--- src/rtl/instr_decode_stage.sv ---
// Registered instruction decoder: splits the fetched word into fields/enables, 1-cycle latency.
// Main register plus one skid entry; in_ready is registered (skid empty) and never combinational on out_ready.
module instr_decode_stage #(
  parameter int INSTR_W = 32,
  parameter int OPC_W   = 6,
  parameter int REG_W   = 5,
  parameter int IMM_W   = 16,
  parameter int ADDR_W  = 8,
  parameter int NUM_ALU = 14,
  parameter int CNT_W   = 8
) (
  input  logic               clk,
  input  logic               rst_n,
  input  logic               flush,
  input  logic               in_valid,
  output logic               in_ready,
  input  logic [INSTR_W-1:0] in_instr,
  output logic               out_valid,
  input  logic               out_ready,
  output logic [OPC_W-1:0]   out_opcode,
  output logic [3:0]         out_alu_sel,
  output logic [REG_W-1:0]   out_rd2,
  output logic [REG_W-1:0]   out_rd1,
  output logic [REG_W-1:0]   out_rs2,
  output logic [REG_W-1:0]   out_rs1,
  output logic [IMM_W-1:0]   out_imm,
  output logic [ADDR_W-1:0]  out_addr,
  output logic               out_we2,
  output logic               out_we1,
  output logic               out_re2,
  output logic               out_re1,
  output logic               out_mem_rd,
  output logic               out_mem_wr,
  output logic               out_illegal,
  output logic [CNT_W-1:0]   illegal_cnt
);

  localparam int T = INSTR_W - OPC_W;

  typedef struct packed {
    logic [OPC_W-1:0]  opcode;
    logic [3:0]        alu_sel;
    logic [REG_W-1:0]  rd2;
    logic [REG_W-1:0]  rd1;
    logic [REG_W-1:0]  rs2;
    logic [REG_W-1:0]  rs1;
    logic [IMM_W-1:0]  imm;
    logic [ADDR_W-1:0] addr;
    logic              we2;
    logic              we1;
    logic              re2;
    logic              re1;
    logic              mem_rd;
    logic              mem_wr;
    logic              illegal;
  } dec_t;

  logic [OPC_W-1:0] w_opc;
  dec_t             w_dec;
  logic             w_acc;

  dec_t             r_main;
  dec_t             r_skid;
  logic             r_main_vld;
  logic             r_skid_vld;
  logic [CNT_W-1:0] r_cnt;

  assign w_opc = in_instr[INSTR_W-1 -: OPC_W];

  always_comb begin
    w_dec        = '0;
    w_dec.opcode = w_opc;
    if (w_opc == OPC_W'(0)) begin
      w_dec.rd2 = in_instr[T-1 -: REG_W];
      w_dec.imm = in_instr[IMM_W-1:0];
      w_dec.we2 = 1'b1;
    end else if (w_opc == OPC_W'(1)) begin
      w_dec.rd2 = in_instr[T-1 -: REG_W];
      w_dec.rs2 = in_instr[REG_W-1:0];
      w_dec.we2 = 1'b1;
      w_dec.re2 = 1'b1;
    end else if (w_opc == OPC_W'(2)) begin
      w_dec.rd2    = in_instr[T-1 -: REG_W];
      w_dec.addr   = in_instr[ADDR_W-1:0];
      w_dec.we2    = 1'b1;
      w_dec.mem_rd = 1'b1;
    end else if (w_opc == OPC_W'(3)) begin
      w_dec.addr   = in_instr[T-1 -: ADDR_W];
      w_dec.rs2    = in_instr[REG_W-1:0];
      w_dec.re2    = 1'b1;
      w_dec.mem_wr = 1'b1;
    end else if (w_opc <= OPC_W'(4 + NUM_ALU - 1)) begin
      w_dec.alu_sel = 4'(w_opc - OPC_W'(4));
      w_dec.rd2     = in_instr[T-1 -: REG_W];
      w_dec.rd1     = in_instr[T-REG_W-1 -: REG_W];
      w_dec.rs2     = in_instr[2*REG_W-1:REG_W];
      w_dec.rs1     = in_instr[REG_W-1:0];
      w_dec.we2     = 1'b1;
      w_dec.we1     = 1'b1;
      w_dec.re2     = 1'b1;
      w_dec.re1     = 1'b1;
    end else begin
      w_dec.illegal = 1'b1;
    end
  end

  // Skid full is the only condition that blocks fetch.
  assign in_ready = ~r_skid_vld;
  assign w_acc    = in_valid & ~r_skid_vld & ~flush;

  always_ff @(posedge clk or negedge rst_n) begin
    if (!rst_n) begin
      r_main     <= '0;
      r_skid     <= '0;
      r_main_vld <= 1'b0;
      r_skid_vld <= 1'b0;
      r_cnt      <= '0;
    end else if (flush) begin
      r_main_vld <= 1'b0;
      r_skid_vld <= 1'b0;
    end else begin
      if (!r_main_vld || out_ready) begin
        if (r_skid_vld) begin
          r_main     <= r_skid;
          r_main_vld <= 1'b1;
          r_skid_vld <= 1'b0;
        end else begin
          r_main_vld <= w_acc;
          if (w_acc) r_main <= w_dec;
        end
      end else if (w_acc) begin
        r_skid     <= w_dec;
        r_skid_vld <= 1'b1;
      end
      if (w_acc && w_dec.illegal && (r_cnt != {CNT_W{1'b1}})) r_cnt <= r_cnt + 1'b1;
    end
  end

  assign out_valid   = r_main_vld;
  assign out_opcode  = r_main.opcode;
  assign out_alu_sel = r_main.alu_sel;
  assign out_rd2     = r_main.rd2;
  assign out_rd1     = r_main.rd1;
  assign out_rs2     = r_main.rs2;
  assign out_rs1     = r_main.rs1;
  assign out_imm     = r_main.imm;
  assign out_addr    = r_main.addr;
  assign out_we2     = r_main.we2;
  assign out_we1     = r_main.we1;
  assign out_re2     = r_main.re2;
  assign out_re1     = r_main.re1;
  assign out_mem_rd  = r_main.mem_rd;
  assign out_mem_wr  = r_main.mem_wr;
  assign out_illegal = r_main.illegal;
  assign illegal_cnt = r_cnt;

endmodule

--- config.mk ---
export PLATFORM = sky130hd
export DESIGN_NAME = instr_decode_stage
export DESIGN_NICKNAME = d
export VERILOG_FILES = /design/src/rtl/instr_decode_stage.sv
export SDC_FILE = /design/constraint.sdc
export NUM_CORES = 1
export LEC_CHECK = 0
export BUFFER_PORTS_ARGS = -buffer_cell sky130_fd_sc_hd__buf_2
export CELL_PAD_IN_SITES_DETAIL_PLACEMENT = 1
export CELL_PAD_IN_SITES_GLOBAL_PLACEMENT = 1
export CORE_UTILIZATION = 27
export CTS_CLUSTER_SIZE = 28
export DETAILED_ROUTE_END_ITERATION = 12
export PLACE_DENSITY = 0.65
export SLEW_MARGIN = 10
export SYNTH_ARGS = -nofsm -noshare
export SYNTH_HDL_FRONTEND = slang
export SYNTH_SLANG_ARGS = --single-unit
--- constraint.sdc ---
create_clock -name clk -period 1.7 [get_ports clk]
set_input_delay 0.34 -clock clk [delete_from_list [all_inputs] [get_ports clk]]
set_output_delay 0.34 -clock clk [all_outputs]
set_load 0.03 [all_outputs]
==> out/results.ini <==
[critical_path]
end_kind = output port
arrival_ns = 1.31
crit_fanout = 17
worstRegToRegCells = 7
startpoint_type = flip-flop
crit_type = reg -> out
worstSetupEndpoint = in_ready
critPathRequiredTime_ns = 1.36
r2r_slack_ns = 0.06
setup.worst_path.start = r_skid_vld
r2r-end = out_addr[5]
reg2reg_from = r_skid_vld

[cts]
cts_made_buffers = 17
htreeDepth = 4
cts.clk_slew.worst_paths_ns = 0.06
cts.sinks = 130
insertion_delay_ns = 0.42
cts_tree = done
root_buffer = clkbuf_16
cts.path.max_buffers = 2

[timing]
setup_tns_ns = 0
max_slew_margin_pct = 71.3
min_period_over_period_pct = 97.0
hold_viol_final = 0
tightestPinTransition_ns = 0.431
fin_crit_ns = 1.65
rsz0062_at_grt = true
clock-skew-final_ns = 0.00803
setup_violations = 0
fmax_ghz = 0.606
slew_viol_final = 0

[die]
die_y_um = 148
io-pin-count = 108
die_area_um2 = 21900
core-area_um2 = 21000
die_w_um = 148
start_util_pct = 27.5
rows = 53

[pwr]
combPwrFrac_pct = 18.8
p_leak_nw = 3.45
p_clk_share_pct = 41.1
pwr-share-seq_pct = 40.1
p_int_w = 0.00650
p_sw_w = 0.00285
ir_drop_mv = 0.478
sw_frac_of_total_pct = 30.5
p_per_area_nw_per_um2 = 1230

[final_layout]
nNetsFinal = 770
utilization_pct = 36.4
drive_above_1_share_pct = 27.3
area.growth.synth_to_final_pct = 32.5
seqCellArea_um2 = 3250
diodes = 0
fillers = 2422
multi_input_area_um2 = 2310

[detailed_routing]
via_per_inst = 4.84
remaining_drc_errors = 0
initialDrtViolationCount = 286
drt_pass1_iterations = 4
drt_wl_total_um = 18000
wire_per_inst_um = 17.6
vias = 4927
antenna_left = 0

[global_route]
grt_first_pass_wirelength_um = 29300
grt.overflow.total = 0
grt_pass1_vias = 5185
gr-usage-all-layers_pct = 17.4
grt_antenna_before_repair = 0
grt_max_degree = 61

[yosys]
synth_flop_cell = dfrtp_1
synth_nets = 653
yosys_warnings = 0
async_reset_ff_share_pct = 100
syn_area_per_cell_um2 = 9.39
synthDistinctLibCells = 45
yosysSeqAreaShare_pct = 56.5
synthCells = 613
synth_edf_count = 0
synth_area_um2 = 5760
synth-seq-cells = 130

[hold_path]
hp-class = in -> reg
hold_path_startpoint = in_instr[17]

[placement]
gp_congestion = 0.705
io_buffers = 107
dp_hpwl_um = 11500

[run_status]
status = finished clean

[run]
cap_violations = 0

## critical path, stage by stage (launching register included)
cell     delay (ns)
dfrtp_2        0.48
inv_8          0.17
buf_2          0.23
## final cells by class
| type | count | area share (%) |
|---|---|---|
| Timing Repair Buffer | 150 | 14.1 |
| Clock buffer | 21 | 6.17 |
| Tap cell | 275 | 4.51 |
| Clock inverter | 11 | 2.00 |
| Inverter | 3 | 0.246 |
| Sequential cell | 130 | 42.7 |
| Multi-Input combinational cell | 428 | 30.3 |
## stage by stage
step / instance area [um2] / worst slack [ns] / total power (W) / hold slack [ns] / instances
final: 7630 / 0.0510 / 0.00935 / 0.163 / 1018
after global routing: 7630 / -0.0352 / 0.00983 / 0.146 / 1018
after CTS: 7570 / 0.0182 / 0.00947 / 0.146 / 1016
after detailed placement: 6900 / -0.212 / 0.00555 / 0.266 / 982
after global placement: 6900 / -0.164 / 0.00551 / 0.270 / 982
after floorplan: 5770 / 0.0165 / 0.00481 / 0.0444 / 613
## repair_timing
item                       4_1_cts  5_1_grt
hold endpoints to repair        30        0
gates resized for setup          4        5
gates cloned                     1        1
buffers inserted                 0        1
hold buffers                     1        0
pin swaps                        0        1
setup endpoints to repair        5        8
## cell families (layout without fill, tap and decap cells)
group	Yosys count	count (layout)	share of synthesized area [%]
AO/OA/AOI/OAI	157	157	16.1
XOR/XNOR	7	7	1.07
adder cells (fa/ha/maj)	3	3	0.652
buffers and inverters	55	185	4.11
flip-flops	130	130	56.5
multiplexers	17	17	3.13
AND/OR/NAND/NOR	244	244	18.4
## synth_stat cells, types with 2 or more instances
master	number	area (um2)
nand2_1	136	510
dfrtp_1	130	3250
nand3_1	48	240
o21ai_0	41	205
nor2_1	38	143
a21oi_1	36	180
clkbuf_1	33	124
o21ai_1	24	120
a31oi_1	18	113
buf_2	15	75.1
o211ai_1	14	105
a22oi_1	12	90.1
mux2i_1	9	90.1
mux2_2	8	90.1
xor2_1	7	61.3
nor3_1	4	20.0
and3_1	3	18.8
buf_4	3	22.5
ha_1	3	37.5
inv_1	2	7.51
nand2b_1	2	12.5
nor3b_2	2	25.0
nor4_1	2	12.5
o31ai_1	2	15.0
## placed cells by master, fill, tap and decap left out, drive strengths merged, types with 2 or more instances in the layout
cell	n
a21oi	37
a22oi	12
a31oi	18
and2	2
and3	3
buf	147
bufinv	3
clkbuf	22
clkinv	4
clkinvlp	3
dfrtp	130
ha	3
inv	4
mux2	8
mux2i	9
nand2	136
nand2b	2
nand3	48
nor2	38
nor3	5
nor3b	4
nor4	2
o211ai	14
o21ai	65
o31ai	2
xor2	7
## worst min-delay path by stage
| stage | endpoint | slack, ns | depth (start not counted) |
|---|---|---|---|
| floorplan | illegal_cnt[0] | 0.04 | 0 |
| global placement | out_imm[15] | 0.27 | 1 |
| detailed placement | out_imm[15] | 0.27 | 1 |
| CTS | r_skid[41] | 0.15 | 3 |
| global route | r_skid[41] | 0.15 | 3 |
| finish | r_skid[42] | 0.16 | 3 |
## state kept, by name, summed over array words and instances, names as in the netlist, 4 cells and up
signal / count
illegal_cnt: 8
out_alu_sel: 4
out_rd2: 5
out_addr: 8
r_skid: 60
out_opcode: 6
out_rs2: 5
out_imm: 16
out_rs1: 5
out_rd1: 5
## per-layer routing
metal / up-vias / wire length (um) / GRT usage [%]
met3: 9 / 872 / 4.81
met5: - / 0 / 0
met4: 0 / 125 / 4.48
met1: 2474 / 8520 / 23.6
li1: 2352 / - / -
met2: 92 / 8440 / 27.4
## power by group through the flow
| stage | registers (W) | logic, W | clock network (W) |
|---|---|---|---|
| 5_1_grt | 0.00381 | 0.00194 | 0.00409 |
| 3_3_place_gp | 0.00379 | 0.00172 | 0 |
| 3_5_place_dp | 0.00380 | 0.00175 | 0 |
| 2_1_floorplan | 0.00425 | 0.000556 | 0 |
| 6_report | 0.00375 | 0.00176 | 0.00384 |
| 4_1_cts | 0.00376 | 0.00177 | 0.00395 |
(Power assumes the default switching activity.)
